$ cat src/rtl/mem_bank_seq_if.sv
// Switch/button side and display side signals of the memory bank.
// The board-facing driver uses master; the bank itself uses slave.
interface mem_bank_seq_if #(
  parameter int WIDTH  = 8,
  parameter int DEPTH  = 4,
  parameter int ADDR_W = $clog2(DEPTH)
);
  logic [WIDTH-1:0]  data;
  logic              store;
  logic [ADDR_W-1:0] addr;
  logic              clear;
  logic              scan_en;
  logic [WIDTH-1:0]  memory;
  logic [ADDR_W-1:0] disp_addr;
  logic [DEPTH-1:0]  written;
  logic              busy;

  modport master (
    output data, store, addr, clear, scan_en,
    input  memory, disp_addr, written, busy
  );

  modport slave (
    input  data, store, addr, clear, scan_en,
    output memory, disp_addr, written, busy
  );
endinterface

$ cat src/rtl/mem_bank_seq.sv
// DEPTH x WIDTH register bank: edge-triggered switch writes, registered
// display (fixed address or auto-scan) and a one-entry-per-cycle clear sweep.
module mem_bank_seq #(
  parameter int WIDTH    = 8,
  parameter int DEPTH    = 4,
  parameter int ADDR_W   = $clog2(DEPTH),
  parameter int SCAN_DIV = 4
) (
  input  logic          clk,
  input  logic          rst_n,
  mem_bank_seq_if.slave bus
);

  localparam int                DIV_W    = (SCAN_DIV > 1) ? $clog2(SCAN_DIV) : 1;
  localparam logic [ADDR_W-1:0] LAST_IDX = ADDR_W'(DEPTH - 1);
  localparam logic [DIV_W-1:0]  DIV_LAST = DIV_W'(SCAN_DIV - 1);

  typedef enum logic {IDLE, CLEAR} state_t;

  state_t            state, state_next;
  logic [ADDR_W-1:0] clr_idx, clr_idx_next;
  logic              clear_go;
  logic              clr_active;

  logic [WIDTH-1:0]  mem [DEPTH];
  logic [DEPTH-1:0]  written_q;
  logic              store_q;
  logic              store_fire;

  logic [DIV_W-1:0]  div_cnt;
  logic [ADDR_W-1:0] scan_idx;
  logic [ADDR_W-1:0] disp_next;
  logic [ADDR_W-1:0] disp_addr_q;
  logic [WIDTH-1:0]  rd_word;
  logic [WIDTH-1:0]  memory_q;

  // NOTE: every signal written in always_comb gets a default first, so no
  // path through the case leaves it unassigned and no latch is inferred.
  always_comb begin
    state_next   = state;
    clr_idx_next = clr_idx;
    clear_go     = 1'b0;
    clr_active   = 1'b0;
    case (state)
      IDLE: begin
        if (bus.clear) begin
          clear_go     = 1'b1;
          state_next   = CLEAR;
          clr_idx_next = '0;
        end
      end
      CLEAR: begin
        clr_active = 1'b1;
        if (clr_idx == LAST_IDX) begin
          state_next   = IDLE;
          clr_idx_next = '0;
        end else begin
          clr_idx_next = clr_idx + 1'b1;
        end
      end
      default: begin
        state_next   = IDLE;
        clr_idx_next = '0;
      end
    endcase
  end

  // A clear accepted this cycle wins over a simultaneous store edge.
  assign store_fire = bus.store && !store_q && (state == IDLE) && !clear_go;

  assign disp_next = bus.scan_en ? scan_idx : bus.addr;

  // Out-of-range display addresses fall through to zero.
  always_comb begin
    rd_word = '0;
    for (int i = 0; i < DEPTH; i++) begin
      if (disp_next == ADDR_W'(i)) rd_word = mem[i];
    end
  end

  // NOTE: sequential state uses non-blocking assignments only, so every
  // register samples pre-edge values and simulation matches hardware.
  always_ff @(posedge clk) begin
    if (!rst_n) begin
      state       <= IDLE;
      clr_idx     <= '0;
      store_q     <= 1'b0;
      div_cnt     <= '0;
      scan_idx    <= '0;
      disp_addr_q <= '0;
      memory_q    <= '0;
      written_q   <= '0;
    end else begin
      state       <= state_next;
      clr_idx     <= clr_idx_next;
      store_q     <= bus.store;
      disp_addr_q <= disp_next;
      memory_q    <= rd_word;

      if (!bus.scan_en) begin
        div_cnt  <= '0;
        scan_idx <= '0;
      end else if (div_cnt == DIV_LAST) begin
        div_cnt  <= '0;
        scan_idx <= (scan_idx == LAST_IDX) ? '0 : scan_idx + 1'b1;
      end else begin
        div_cnt <= div_cnt + 1'b1;
      end

      for (int i = 0; i < DEPTH; i++) begin
        if (clr_active && (clr_idx == ADDR_W'(i))) begin
          written_q[i] <= 1'b0;
        end else if (store_fire && (bus.addr == ADDR_W'(i))) begin
          written_q[i] <= 1'b1;
        end
      end
    end
  end

  // NOTE: the storage array is reset because the bank must read back as all
  // zeros after reset; it is a small flop array, not an inferred RAM.
  always_ff @(posedge clk) begin
    if (!rst_n) begin
      for (int i = 0; i < DEPTH; i++) mem[i] <= '0;
    end else begin
      for (int i = 0; i < DEPTH; i++) begin
        if (clr_active && (clr_idx == ADDR_W'(i))) begin
          mem[i] <= '0;
        end else if (store_fire && (bus.addr == ADDR_W'(i))) begin
          mem[i] <= bus.data;
        end
      end
    end
  end

  assign bus.memory    = memory_q;
  assign bus.disp_addr = disp_addr_q;
  assign bus.written   = written_q;
  assign bus.busy      = (state == CLEAR);

endmodule

$ cat src/flat_wrapper.sv
// flat-port wrapper written by rule: the top's interface ports become plain ports
module mem_bank_seq_flat 
#(
  parameter int WIDTH    = 8,
  parameter int DEPTH    = 4,
  parameter int ADDR_W   = $clog2(DEPTH),
  parameter int SCAN_DIV = 4
)
  (clk, rst_n, bus_data, bus_store, bus_addr, bus_clear, bus_scan_en, bus_memory, bus_disp_addr, bus_written, bus_busy);
  mem_bank_seq_if #(.WIDTH(WIDTH), .DEPTH(DEPTH), .ADDR_W(ADDR_W)) bus_i ();
  input  logic clk;
  input  logic rst_n;
  input wire logic [$bits(bus_i.data)-1:0] bus_data;
  input wire logic [$bits(bus_i.store)-1:0] bus_store;
  input wire logic [$bits(bus_i.addr)-1:0] bus_addr;
  input wire logic [$bits(bus_i.clear)-1:0] bus_clear;
  input wire logic [$bits(bus_i.scan_en)-1:0] bus_scan_en;
  output wire logic [$bits(bus_i.memory)-1:0] bus_memory;
  output wire logic [$bits(bus_i.disp_addr)-1:0] bus_disp_addr;
  output wire logic [$bits(bus_i.written)-1:0] bus_written;
  output wire logic [$bits(bus_i.busy)-1:0] bus_busy;
  assign bus_i.data = bus_data;
  assign bus_i.store = bus_store;
  assign bus_i.addr = bus_addr;
  assign bus_i.clear = bus_clear;
  assign bus_i.scan_en = bus_scan_en;
  assign bus_memory = bus_i.memory;
  assign bus_disp_addr = bus_i.disp_addr;
  assign bus_written = bus_i.written;
  assign bus_busy = bus_i.busy;
  mem_bank_seq #(.WIDTH(WIDTH), .DEPTH(DEPTH), .ADDR_W(ADDR_W), .SCAN_DIV(SCAN_DIV)) u_core (.clk(clk), .rst_n(rst_n), .bus(bus_i));
endmodule
$ cat config.mk
export PLATFORM = sky130hd
export DESIGN_NAME = mem_bank_seq_flat
export DESIGN_NICKNAME = d
export VERILOG_FILES = /design/src/rtl/mem_bank_seq_if.sv /design/src/rtl/mem_bank_seq.sv /design/src/flat_wrapper.sv
export SDC_FILE = /design/constraint.sdc
export NUM_CORES = 1
export LEC_CHECK = 0
export BUFFER_PORTS_ARGS = -buffer_cell sky130_fd_sc_hd__buf_2
export CAP_MARGIN = 15
export CORE_MARGIN = 2
export CORE_UTILIZATION = 25
export DETAILED_ROUTE_END_ITERATION = 10
export HOLD_SLACK_MARGIN = 0.03
export SETUP_SLACK_MARGIN = 0.3
export SLEW_MARGIN = 10
export SYNTH_ARGS = -nofsm -noshare
export SYNTH_HDL_FRONTEND = slang
export SYNTH_SLANG_ARGS = --single-unit
$ cat constraint.sdc
create_clock -name clk -period 1.9 [get_ports clk]
set_clock_uncertainty 0.2 [all_clocks]
set_input_delay 0.19 -clock clk [delete_from_list [all_inputs] [get_ports clk]]
set_output_delay 0.19 -clock clk [all_outputs]
set_load 0.01 [all_outputs]
==> run summary, run 1 <==
DR WL/cell: 13.6 µm
IO buf count: 29
GRT Total Usage: 0.101
final worst path period share: 0.854
sequential-to-total area share from yosys stat: 0.597
number of synthesized register bits: 54
CTS Root Cell: clkbuf_8
Area growth, synth to finish: 23.8%
core box area: 0.00915 mm²
layout cells sized above 1: 0.226
CP endpoint kind: flip-flop
clk sinks: 54
TritonCTS clock tree: yes
num rows: 35
Starting Density: 0.256
largest net degree at the start of global routing: 19
commonest non-fill, non-tap cell in the layout: and2_1
vias in the first global route: 1625
synthesized area: 0.00235 mm²
Arrival @ worst endpoint: 1.43 ns
worst slew pin tran: 0.375 ns
CP startpoint: u_core.store_q
clock transition at the registers of the reported paths: 0.09 ns
CTS Buf Count: 5
Multi-input gate area: 943 µm²
Layout fillers: 916
worst flop-to-flop path startpoint: u_core.store_q
H-tree depth: 2
RSZ-0062 raised after global routing: true
most frequent cells in the layout: and2_1, edfxtp_1, buf_2
worst-skew pair later-pin latency: 0.31 ns
min cycle time layout: 1.62 ns
GP Congestion: 0.776
worst hold path type: input port to flip-flop
PD cells: 792 mW/mm²
Slew HR: 0.750
DRT Pass-1 Iters: 4
vias after detailed routing: 1661
sum of negative setup slack: 0 ns
Vias/cell: 4.51
full die area: 0.0102 mm²
setup ws final: 0.277 ns
diode count: 0
die width: 101 µm
status: completed
WS Path Type: flip-flop to flip-flop
I/O Pins: 30
DRC violations left: 0
Crit Path Max Fanout: 8
remaining antenna violation count: 0
first-pass GRT wire length: 8070 µm
Leakage: 1.14 nW
DRT iter0 DRCs: 100
Place WS: 0.227 ns
Final Hold Vio Count: 0
dpl hpwl: 3740 µm
WHS: 0.0337 ns
Die H: 101 µm
final setup violation count: 0
crit path launch type: flip-flop
FF+latch area: 0.00141 mm²
number of synthesis warnings: 0
Max Clk Rate: 616 MHz
CP required: 1.71 ns
hold_sp: bus_data[2]
CTS Buffer Depth: 2
gr ovfl total: 0
drt total wl: 5000 µm
Syn Area/Cell: 11.1 µm²
Design Power: 2.30 mW
Placed Cells: 348
Cells after Synth: 212
peak supply drop: 251 µV
Yosys cell types: 34
final net count: 277
Final Non-Filler Cells: 368
Synth Net Count: 233
initial antenna violation count: 0
Slew Limit Fails: 0
Max Cap Violations: 0
## state kept, by name, summed over array words and instances (netlist names)
signal / count
u_core.div_cnt: 2
u_core.bus.disp_addr: 2
u_core.clr_idx: 2
u_core.bus.memory: 8
u_core.bus.busy: 1
u_core.scan_idx: 2
u_core.bus.written: 4
u_core.store_q: 1
u_core.mem: 32
## cell usage after synthesis (all sizes together)
master,count,share of area
a222oi,2,0.0085
ha,6,0.032
nor3b,2,0.0064
a221oi,5,0.019
edfxtp,32,0.41
o21a,1,0.0032
nand2,13,0.021
clkbuf,4,0.0069
nor2b,5,0.013
nand3b,1,0.0032
a21o,2,0.0064
and2,35,0.093
o32ai,1,0.0037
o22ai,7,0.021
nor2,27,0.044
mux2i,3,0.013
a21oi,3,0.0064
nand2b,6,0.016
nor3,5,0.015
or3,1,0.0027
a21boi,3,0.0096
dfxtp,22,0.19
nand3,4,0.0085
o21ai,11,0.023
o211ai,2,0.0064
buf,4,0.011
or2,1,0.0027
inv,4,0.0064
## path summary, 6_finish.rpt
check                      end  slack (ns)  cells after the start
max           u_core.mem[0][5]        0.28                      4
max reg2reg   u_core.mem[0][5]        0.28                      4
min          u_core.mem[0][18]        0.03                      2
min reg2reg  u_core.div_cnt[0]        0.24                      1
## through the flow
step                 util  instance area [µm²]
detailed placement  0.290                 2650
global placement    0.290                 2650
floorplan               -                 2380
global route        0.318                 2910
CTS                 0.313                 2870
finish              0.318                 2910
## layer usage
| layer | up-vias | wire length, µm | global-route usage |
|---|---|---|---|
| li1 | 830 | - | - |
| met1 | 780 | 2230 | 0.124 |
| met2 | 42 | 2450 | 0.173 |
| met3 | 9 | 225 | 0.0208 |
| met4 | 0 | 90 | 0.0426 |
| met5 | - | 0 | 0 |
## critical path, stage by stage, from the launching register on
cell and delay (ns):
dfxtp_2 0.34, nor3_4 0.17, nand2_2 0.11, or3_4 0.36, nand3_4 0.15
## cell families (layout without fill, tap and decap cells)
kind of cell    after synthesis  after routing  share of synthesized area
fa+ha+maj                     6              6                     0.0320
simple gates                100            100                      0.226
mux                           3              3                     0.0128
flops                        54             54                      0.597
buf+inv                      12             57                     0.0245
compound gates               37             37                      0.108
## cell type report
type / count / share of cell area
clock inverters: 2 / 0.0129
inverters: 4 / 0.00517
clock buffers: 6 / 0.0250
multi-input cells: 146 / 0.325
well taps: 111 / 0.0478
flip-flops and latches: 54 / 0.486
repair buffers: 45 / 0.0990
## power breakdown
group	switching, mW	total, mW	leakage (nW)	internal (mW)
logic	0.128	0.221	0.572	0.0932
registers	0.0239	1.32	0.516	1.30
clock network	0.369	0.762	0.0514	0.394
## repair_timing
action | 4_1_cts | 5_1_grt
pin swaps | 2 | 1
hold buffers | 8 | 1
hold endpoints to repair | 19 | 2
setup endpoints to repair | 35 | 55
buffers inserted | 2 | 1
resized for setup | 5 | 6
Note: power is estimated with default switching activity, not from simulation.
==> run 2: changes to the inputs <==
--- a/config.mk
+++ b/config.mk
@@ -5,11 +5,12 @@
 export SDC_FILE = /design/constraint.sdc
 export NUM_CORES = 1
 export LEC_CHECK = 0
-export BUFFER_PORTS_ARGS = -buffer_cell sky130_fd_sc_hd__buf_2
 export CAP_MARGIN = 15
 export CORE_MARGIN = 2
 export CORE_UTILIZATION = 25
 export DETAILED_ROUTE_END_ITERATION = 10
+export DONT_BUFFER_PORTS = 1
+export GPL_TIMING_DRIVEN = 0
 export HOLD_SLACK_MARGIN = 0.03
 export SETUP_SLACK_MARGIN = 0.3
 export SLEW_MARGIN = 10
==> run summary, run 2 (synthesized netlist as in run 1, its figures left out) <==
CP Cell Sequence: buf_6 -> nor3_4 -> nand2_2 -> or3_4 -> nand3_4
CTS Root Cell: clkbuf_8
clock transition at the registers of the reported paths: 0.10 ns
commonest non-fill, non-tap cell in the layout: and2_1
IO buf count: 0
min cycle time layout: 1.73 ns
final net count: 258
clk sinks: 54
drt total wl: 5270 µm
status: completed
DRT iter0 DRCs: 64
Starting Density: 0.256
H-tree depth: 2
Max Clk Rate: 578 MHz
end point of the critical path: u_core.mem[0][7]
sum of negative setup slack: 0 ns
remaining antenna violation count: 0
die width: 101 µm
Design Power: 2.17 mW
dpl hpwl: 3940 µm
worst slew pin tran: 0.552 ns
most frequent cells in the layout: and2_1, edfxtp_1, nor2_1
num rows: 35
CP bufs+invs: 1
flip-flop count of the largest register after layout: 32
Final Non-Filler Cells: 349
layout cells sized above 1: 0.151
Final Hold Vio Count: 0
RSZ-0062 raised after global routing: true
CTS Buffer Depth: 2
initial antenna violation count: 0
CTS Buf Count: 5
R2R Setup Slk: 0.17 ns
worst flop-to-flop path startpoint: u_core.bus.busy
largest net degree at the start of global routing: 17
Area growth, synth to finish: 20.7%
worst-skew pair later-pin latency: 0.31 ns
core box area: 0.00915 mm²
Slew Limit Fails: 0
PD cells: 765 mW/mm²
final setup violation count: 0
diode count: 0
Max Cap Violations: 0
Arrival @ worst endpoint: 1.54 ns
Die H: 101 µm
first-pass GRT wire length: 8580 µm
reg2reg end: u_core.mem[0][7]
TritonCTS clock tree: yes
Vias/cell: 4.56
DRC violations left: 0
GRT Total Usage: 0.109
peak supply drop: 257 µV
vias in the first global route: 1636
max incr delay on CP: 0.37 ns
full die area: 0.0102 mm²
I/O Pins: 30
Stages on worst setup path: 5
GP Congestion: 0.737
vias after detailed routing: 1592
DRT Pass-1 Iters: 4
Placed Cells: 323
gr ovfl total: 0
Top reg by flops: u_core.mem
worst hold path type: input port to flip-flop
Leakage: 1.04 nW
Slew HR: 0.632
final worst path period share: 0.910
CP required: 1.71 ns
CP top delay family: simple AND/OR/NAND/NOR gates
Crit Path Max Fanout: 8
Worst path slowest cell: dfxtp_4
CP startpoint: u_core.bus.busy
crit path launch type: flip-flop
WS Path Type: flip-flop to flip-flop
reg2reg path depth: 5
CP endpoint kind: flip-flop
DR WL/cell: 15.1 µm
run 2: cell types whose count changed in the layout (fill, tap and decap cells not counted), moves of 2 or more:
cell,delta
buf_2,-26
buf_4,-3
buf_6,+2
dlygate4sd3_1,+5
o21ai_0,-3
o21ai_1,+2
run 2: timing repair:
| item | CTS | global route |
|---|---|---|
| gates resized for setup | 9 | 13 |
| hold buffers | 13 | 1 |
| buffers inserted | 2 | 2 |
| endpoints found under the setup margin | 63 | 71 |
| cloned | 0 | 0 |
| pin swaps | 3 | 6 |
| hold endpoints to repair | 39 | 3 |
run 2: area by class of cell:
| class | instances | area, µm² |
|---|---|---|
| sequential | 54 | 1410 |
| buffer | 8 | 52.6 |
| clock inverter | 3 | 15.0 |
| inverter | 4 | 15.0 |
| tap | 111 | 139 |
| fill | 919 | 6320 |
| clock buffer | 5 | 68.8 |
| multi-input combinational | 146 | 965 |
| timing repair buffer | 18 | 170 |
run 2: stage by stage:
step	utilization	hold slack, ns	instance area (µm²)	setup slack [ns]
5_1_grt	0.310	0.0381	2830	0.102
3_3_place_gp	0.275	0.139	2520	-0.00413
2_1_floorplan	-	0.134	2380	0.182
4_1_cts	0.303	-0.163	2770	0.157
6_report	0.310	0.0252	2830	0.170
3_5_place_dp	0.275	0.139	2520	-0.0164
run 2: metal layers:
| layer | vias up | global-route usage | share of wire |
|---|---|---|---|
| met2 | 31 | 0.186 | 0.51 |
| met3 | 7 | 0.0305 | 0.053 |
| met4 | 0 | 0.0437 | 0.017 |
| met5 | - | 0 | 0 |
| li1 | 793 | - | - |
| met1 | 761 | 0.131 | 0.42 |
run 2: how the worst min path moves through the flow:
stage	from	end	slack, ns	cells after the start
floorplan	rst_n	u_core.store_q	0.13	1
CTS	bus_clear	u_core.bus.busy	-0.16	2
global route	bus_clear	u_core.bus.written[0]	0.04	4
global placement	rst_n	u_core.store_q	0.14	1
detailed placement	rst_n	u_core.store_q	0.14	1
finish	bus_clear	u_core.bus.written[0]	0.03	4
run 2: power by group:
part | internal [mW] | switching, mW
logic | 0.0862 | 0.112
registers | 1.30 | 0.0347
clock network | 0.255 | 0.381
total | 1.64 | 0.528
run 2: worst register-to-register path, delay by kind of cell (launching register included):
kind | cells | cell delay [ns]
simple gates | 4 | 0.73
buf+inv | 1 | 0.12
flops | 1 | 0.37
==> run 3: changes to the inputs <==
--- a/config.mk
+++ b/config.mk
@@ -7,11 +7,12 @@
 export LEC_CHECK = 0
 export CAP_MARGIN = 15
 export CORE_MARGIN = 2
-export CORE_UTILIZATION = 25
+export CORE_UTILIZATION = 52
 export DETAILED_ROUTE_END_ITERATION = 10
 export DONT_BUFFER_PORTS = 1
 export GPL_TIMING_DRIVEN = 0
 export HOLD_SLACK_MARGIN = 0.03
+export PLACE_DENSITY = 0.69
 export SETUP_SLACK_MARGIN = 0.3
 export SLEW_MARGIN = 10
 export SYNTH_ARGS = -nofsm -noshare
==> run summary, run 3 (synthesized netlist as in run 1, its figures left out) <==
peak supply drop: 487 µV
Top reg by flops: u_core.mem
CP Cell Sequence: buf_6 -> nor3_4 -> nand2_2 -> or3_4 -> nand3_4
remaining antenna violation count: 0
diode count: 0
vias after detailed routing: 1669
GRT Total Usage: 0.210
part of the power in registers: 0.588
dpl hpwl: 3530 µm
Max Clk Rate: 577 MHz
DRT iter0 DRCs: 83
design area: 0.00285 mm²
IO buf count: 0
TritonCTS clock tree: yes
CTS Buf Count: 5
worst-skew pair later-pin latency: 0.31 ns
min cycle time layout: 1.73 ns
CP required: 1.72 ns
layout cells sized above 1: 0.195
Power Internal: 1.74 mW
I/O Pins: 30
WHS: -0.0925 ns
met3 WL: 361 µm
DP Area: 0.00245 mm²
largest net degree at the start of global routing: 19
die width: 71.2 µm
Vias/cell: 5.70
Slew HR: 0.575
commonest non-fill, non-tap cell in the layout: and2_1
Top Metal Used: met4
Final Non-Filler Cells: 293
Placed Cells: 264
status: complete, but fails checks
sw frac: 0.235
final worst path period share: 0.912
CTS Buffer Depth: 2
Leakage: 1.08 nW
max incr delay on CP: 0.37 ns
RSZ-0062 raised after global routing: true
clk sinks: 54
wl on met1: 2110 µm
flip-flop count of the largest register after layout: 32
Clock power frac: 0.319
Slew Limit Fails: 0
full die area: 0.00507 mm²
Arrival @ worst endpoint: 1.55 ns
CP top delay family: simple AND/OR/NAND/NOR gates
first-pass GRT wire length: 8020 µm
crit path launch type: flip-flop
clock transition at the registers of the reported paths: 0.10 ns
Starting Density: 0.539
Die H: 71.2 µm
Worst path slowest cell: dfxtp_4
CP endpoint kind: flip-flop
met2 wire length: 2440 µm
Switch Pwr: 533 µW
Comb power frac: 0.093
DRC violations left: 0
num rows: 24
Area growth, synth to finish: 21.4%
final setup violation count: 0
post-route core utilization: 0.654
sum of negative setup slack: 0 ns
PD cells: 797 mW/mm²
drt total wl: 4970 µm
vias in the first global route: 1613
Place WS: -0.0469 ns
H-tree depth: 2
core box area: 0.00435 mm²
WS Path Type: flip-flop to flip-flop
GP Congestion: 0.791
setup ws final: 0.167 ns
gr ovfl total: 0
CP bufs+invs: 1
Crit Path Max Fanout: 8
Layout fillers: 344
DRT Pass-1 Iters: 4
CTS Root Cell: clkbuf_8
most frequent cells in the layout: and2_1, edfxtp_1, nor2_1
final net count: 261
worst slew pin tran: 0.637 ns
worst hold path type: input port to flip-flop
Design Power: 2.27 mW
failing checks: hold timing
initial antenna violation count: 0
DR WL/cell: 17.0 µm
Max Cap Violations: 0
Final Hold Vio Count: 1
==> run 3: cell count changes in the layout (fill, tap and decap cells not counted), moves of 2 or more <==
cell,previous run,this run
buf_4,4,7
a221oi_1,4,2
a221oi_2,1,3
o21ai_2,0,2
==> run 3: cell type report <==
type / count / area [µm²] / share of cell area
tap: 52 / 65.1 / 0.0228
multi-input combinational: 146 / 1000 / 0.351
clock buffer: 6 / 93.8 / 0.0329
sequential: 54 / 1410 / 0.494
buffer: 8 / 56.3 / 0.0198
inverter: 4 / 15.0 / 0.00527
clock inverter: 2 / 17.5 / 0.00615
timing repair buffer: 21 / 194 / 0.0681
==> run 3: timing repair <==
item	in CTS	in global routing
buffers inserted	6	2
hold buffers	12	1
endpoints found under the setup margin	62	71
endpoints found under the hold margin	39	4
gates cloned	0	0
gates resized for setup	15	17
pin swaps	5	7
==> run 3: routing by layer <==
metal,vias up,global-route usage
met1,800,0.286
li1,800,-
met5,-,0
met2,62,0.325
met3,7,0.0670
met4,0,0.0629
==> run 3: worst register-to-register path, stage by stage (launching register included) <==
cell     delay, ns
dfxtp_4       0.37
buf_6         0.12
nor3_4        0.13
nand2_2       0.10
or3_4         0.36
nand3_4       0.16
==> run 3: final timing paths <==
check	start	to	slack, ns	cells past startpoint
max	u_core.bus.busy	u_core.mem[0][6]	0.17	5
min	bus_scan_en	u_core.bus.disp_addr[1]	-0.09	2
max reg2reg	u_core.bus.busy	u_core.mem[0][6]	0.17	5
min reg2reg	u_core.div_cnt[0]	u_core.div_cnt[0]	0.24	1
==> run 3: power by group through the flow <==
stage	Sequential [mW]	Clock, mW	Combinational, mW
final	1.33	0.724	0.211
after global routing	1.34	0.794	0.233
after CTS	1.33	0.746	0.197
after detailed placement	1.36	0	0.153
after global placement	1.36	0	0.146
after floorplan	1.35	0	0.119
